## src/rtl/tdm_demux4.sv

```systemverilog
// tdm_demux4: receive-side 1-to-4 TDM demultiplexer.
// A 2-bit slot counter, aligned by frame_sync, steers each valid sample
// into one of four holding registers. The block also produces per-channel
// strobes, a frame-complete pulse and a framing-error pulse.
module tdm_demux4 #(
  parameter int WIDTH = 1
) (
  input  logic             clk,
  input  logic             rst_n,
  input  logic [WIDTH-1:0] din,
  input  logic             din_valid,
  input  logic             frame_sync,
  output logic [WIDTH-1:0] a,
  output logic [WIDTH-1:0] b,
  output logic [WIDTH-1:0] c,
  output logic [WIDTH-1:0] d,
  output logic [3:0]       ch_vld,
  output logic             frame_done,
  output logic             sync_err,
  output logic             locked,
  output logic             s1,
  output logic             s0
);

  localparam logic [0:0] ST_HUNT   = 1'b0;
  localparam logic [0:0] ST_LOCKED = 1'b1;

  logic [0:0]       state_reg, state_next;
  logic [1:0]       slot_reg, slot_next;
  logic [3:0]       wr_next;
  logic [3:0]       vld_reg;
  logic             done_reg, done_next;
  logic             err_reg, err_next;
  logic [WIDTH-1:0] ch_reg [4];

  // Next-state decode. Nothing moves unless a valid sample is present,
  // so gaps of any length leave the slot position and state untouched.
  // Reaching slot 3 while LOCKED implies slots 0..2 were written in order
  // since the last slot-0 write: any break in sequence either resets the
  // slot to 1 (early sync) or drops to HUNT (missing sync).
  always_comb begin
    state_next = state_reg;
    slot_next  = slot_reg;
    wr_next    = 4'b0000;
    done_next  = 1'b0;
    err_next   = 1'b0;
    if (din_valid) begin
      if (state_reg == ST_HUNT) begin
        if (frame_sync) begin
          wr_next    = 4'b0001;
          slot_next  = 2'd1;
          state_next = ST_LOCKED;
        end
      end else begin
        if (frame_sync) begin
          // A sync marker always restarts the frame; arriving mid-frame
          // truncates the previous frame and is reported as an error.
          err_next  = (slot_reg != 2'd0);
          wr_next   = 4'b0001;
          slot_next = 2'd1;
        end else if (slot_reg != 2'd0) begin
          wr_next   = 4'b0001 << slot_reg;
          done_next = (slot_reg == 2'd3);
          slot_next = slot_reg + 2'd1;
        end else begin
          // Expected a sync marker at slot 0 but did not get one.
          err_next   = 1'b1;
          state_next = ST_HUNT;
        end
      end
    end
  end

  // Control state, slot counter and single-cycle strobes.
  always_ff @(posedge clk or negedge rst_n) begin
    if (!rst_n) begin
      state_reg <= ST_HUNT;
      slot_reg  <= 2'd0;
      vld_reg   <= 4'b0000;
      done_reg  <= 1'b0;
      err_reg   <= 1'b0;
    end else begin
      state_reg <= state_next;
      slot_reg  <= slot_next;
      vld_reg   <= wr_next;
      done_reg  <= done_next;
      err_reg   <= err_next;
    end
  end

  // One holding register per channel, loaded only on its own write enable.
  for (genvar gi = 0; gi < 4; gi++) begin : g_ch
    // Holds its last sample until its slot is written again.
    always_ff @(posedge clk or negedge rst_n) begin
      if (!rst_n) begin
        ch_reg[gi] <= '0;
      end else if (wr_next[gi]) begin
        ch_reg[gi] <= din;
      end
    end
  end

  assign a          = ch_reg[0];
  assign b          = ch_reg[1];
  assign c          = ch_reg[2];
  assign d          = ch_reg[3];
  assign ch_vld     = vld_reg;
  assign frame_done = done_reg;
  assign sync_err   = err_reg;
  assign locked     = (state_reg == ST_LOCKED);
  assign s1         = slot_reg[1];
  assign s0         = slot_reg[0];

endmodule
```

## config.mk

```make
export PLATFORM = sky130hd
export DESIGN_NAME = tdm_demux4
export DESIGN_NICKNAME = d
export VERILOG_FILES = /design/src/rtl/tdm_demux4.sv
export SDC_FILE = /design/constraint.sdc
export NUM_CORES = 1
export LEC_CHECK = 0
export ABC_AREA = 1
export CORE_MARGIN = 10
export CORE_UTILIZATION = 42
export DETAILED_ROUTE_END_ITERATION = 8
export PLACE_DENSITY = 0.7
export SKIP_LAST_GASP = 1
export SLEW_MARGIN = 20
export SYNTH_ARGS = -nofsm -noshare
export SYNTH_HDL_FRONTEND = slang
export SYNTH_SLANG_ARGS = --single-unit
```

## constraint.sdc

```tcl
create_clock -name clk -period 3.1 [get_ports clk]
set_clock_uncertainty 0.05 [all_clocks]
set_input_delay 0.62 -clock clk [delete_from_list [all_inputs] [get_ports clk]]
set_output_delay 0.62 -clock clk [all_outputs]
set_load 0.01 [all_outputs]
```

==> After elaboration in Yosys (flattened, before gate mapping) <==
Index checks and enable logic that the tools add are counted.
{ "op_classes": {"n_eq_ne": 1, "reduce_logical": 4, "n_shift": 1, "mux": 21, "addsub": 1} }
{ "op_table": {"columns": ["operator", "count"], "rows": [
  ["4-bit two-way mux", 4],
  ["1-bit two-way mux", 13],
  ["2-bit two-way mux", 4],
  ["2-bit nonzero test", 3],
  ["1-bit by 2-bit << shifter with 4-bit output (first input constant)", 1],
  ["3-bit AND reduction", 1],
  ["2-bit by 1-bit adder with 2-bit output (second input constant)", 1],
  ["2-bit equality test (second input constant)", 1]
]} }
{ "word_totals": {"ff_bits": 13} }

==> Depth between registers and ports, before layout <==
{ "depth": {"word_depth": 5, "ltp_mapped": 7, "mapped_depth_nobuf": 7} }

==> Least setup slack after synthesis <==
Ideal clock, no wire load.
{ "synth_path": {"path_type": "register to register", "from": "reg slot_reg[1]", "to": "reg slot_reg[0]", "arrival_ps": 1185, "synth_period_minus_slack_ps": 1353, "required_ps": 2933, "stages_incl_launch_ff": 8, "n_path_buf": 0, "setup_slack_ps": 1747, "cell_sequence": "dfrtp_1 -> inv_1 -> ha_1 -> ha_1 -> nor2_4 -> nand2_1 -> nand2_1 -> nand2_1"} }
{ "synth_between": {"elab_chain_len": 3} }
{ "synth_rtl": {"columns": ["item", "line", "rtl"], "rows": [
  ["from (decl)", "29", "logic [1:0] slot_reg, slot_next;"],
  ["from (signal assigned)", "84", "slot_reg <= slot_next;"],
  ["2-bit nonzero test", "61", "end else if (slot_reg != 2'd0) begin"],
  ["2-bit nonzero test (no line)", null, null],
  ["3-bit AND reduction (no line)", null, null]
]} }
No other way between the ends.
A chain may end at the register's enable or synchronous reset.

==> Worst setup path after layout <==
{ "layout_path": {"from": "reg state_reg, in the netlist locked", "to": "out locked"} }
{ "layout_rtl": {"columns": ["item", "line", "rtl"], "rows": [
  ["from (decl)", "28", "logic [0:0] state_reg, state_next;"],
  ["from (signal assigned)", "83", "state_reg <= state_next;"],
  ["to (decl)", "20", "output logic locked,"]
]} }
No word-level cell between the ends.

==> flow_summary.toml <==
[outcome]
status = "complete, no violations"

[synthesis]
yosysTopAreaCellShare = 0.518
synth-seq-cells = 12
synth.distinct_cells = 12
syn_nets = 75
synth_area_leaders = "dfrtp_1, nand2_1, ha_1"
yosysTopAreaCell = "dfrtp_1"
avgSynthCellArea_um2 = 8.91
synthesis.instances = 65
yosysSeqAreaShare = 0.518
yosysWarnings = 0
synth_area_um2 = 579

[sta]
tightest_slew_ns = 0.519
finalHoldViolations = 0
setup_ws_ns = 1.13
setup_violations = 0
finalSetupTns_ns = 0
layout_min_cycle_time_ns = 1.97
slew_headroom = 0.653
fin_crit_sh = 0.637
max_freq_ghz = 0.506
drv_slew = 0
rsz0062_at_grt = "no"

[setup_path]
worst_setup_path_start_kind = "register"
path_cells = "clkdlybuf4s50_1"
cp.required_ns = 2.43
reg2reg_slack_ns = 1.66
end_kind = "primary output"
path_delay_family = "buffers and inverters"
worstSetupPathType = "register to primary output"
crit_path_top_delay_cell = "clkdlybuf4s50_1"
cpPeakStageDelay_ns = 0.58
path_buf_inv = 1
arrival_ns = 1.30
crit_path_max_fanout = 6

[power_and_ir_drop]
switching_share = 0.358
peakVddDrop_uv = 382
internal_power_mw = 0.407
comb_power_share = 0.417
pwr-share-seq = 0.383
pwr-share-clk = 0.200
switchingPower_mw = 0.228
leakage_nw = 0.418
powerDensity_nw_per_um2 = 797
power.total_mw = 0.635

[floorplanning]
rows = 13
dieHeight_um = 57.1
ios = 18
core_area_um2 = 1300
start_util = 0.445
die_x_um = 57.1
dieArea_um2 = 3260

[routing]
vias = 469
drt_iter0_drc = 4
wl_um = 1200
antenna_left = 0
route.detailed.drc = 0
post_drt_wl_per_cell_um = 12.0
viasPerCell = 4.69
firstDrtPassIters = 4

[worst_hold_path]
min_path_type = "register to register"

[final_layout]
design_area_um2 = 797
layout_common_cells = "nand2_1, clkdlybuf4s50_1, dfrtp_1"
drive_above_1_share = 0.141
final_nets = 96
diodes = 0
largest_reg_flops = 3
area_growth_pct = 37.6
stdcell_count = 100
final_common_cell = "nand2_1"

[placed_design]
dp.cells = 96
numPortBuffers = 17
gp_congestion = 0.852
dp_hpwl_um = 970
placed_area_um2 = 761
place_ws_ns = 1.12

[cts]
hold_buffers = 0
cts_tree = "done"
ctsResizeCount = 0
clock-sinks = 12
clock_latency_ns = 0.27
cts_made_buffers = 3
cts-root-buf = "clkbuf_4"
cts_setup_buffers = 0
ctsHtreeMaxLevel = 1
clkTransAtPathRegs_ns = 0.08
cts_buffer_depth = 2

[global_routing]
grt_pass1_wl_um = 2160
grt_max_degree = 13
grt_overflow = 0
antenna_found_initial = 0
track_usage = 0.0817
grt_pass1_vias = 498

[flow_run]
drv_cap = 0
==> cells in the mapped netlist (all sizes together) <==
cell type and n:
nand2 26, dfrtp 12, inv 10, ha 5, nor2 5, nand3 4
buf 1, nor3 1, o21ai 1
==> power by group through the flow <==
| stage | Sequential, mW | Clock [mW] | Combinational, mW |
|---|---|---|---|
| 3_3_place_gp | 0.246 | 0 | 0.261 |
| 3_5_place_dp | 0.246 | 0 | 0.269 |
| 6_report | 0.243 | 0.127 | 0.265 |
| 5_1_grt | 0.252 | 0.138 | 0.296 |
| 4_1_cts | 0.243 | 0.128 | 0.271 |
| 2_1_floorplan | 0.264 | 0 | 0.111 |
==> path summary, 6_finish.rpt <==
kind | start | to | cells past startpoint
min | d | d | 2
max in group asynchronous | rst_n | slot_reg[0] | 1
max | locked | locked | 1
min in group asynchronous | rst_n | frame_done | 1
max reg2reg | slot_reg[0] | slot_reg[0] | 7
min reg2reg | d | d | 2
==> layout make-up <==
cell class | instances | area, um^2
clock buffer | 4 | 36.3
fill | 121 | 504
inverter | 10 | 37.5
multi-input combinational | 42 | 234
sequential | 12 | 300
tap | 15 | 18.8
timing repair buffer | 17 | 170
==> logic make-up (layout without fill, tap and decap cells) <==
| logic type | count (synthesis) | in the layout | share of synthesized area |
|---|---|---|---|
| AOI/OAI and AO/OA | 1 | 1 | 0.00863 |
| buffers and inverters | 11 | 31 | 0.0778 |
| adders and majority gates | 5 | 5 | 0.108 |
| and+or+nand+nor | 36 | 36 | 0.287 |
| DFF | 12 | 12 | 0.518 |
==> metrics by stage <==
stage	hold slack, ns	utilization
final	0.428	0.613
after global routing	0.472	0.613
after floorplan	0.274	-
after global placement	0.405	0.585
after CTS	0.430	0.613
after detailed placement	0.411	0.585
==> layer usage <==
layer	vias to the layer above	GRT usage	part of all wire
met3	4	0.0398	0.084
met1	219	0.0832	0.41
met5	-	0	0
met4	0	0.0503	0.019
met2	13	0.132	0.48
li1	233	-	-
Note: power is estimated with default switching activity, not from simulation.
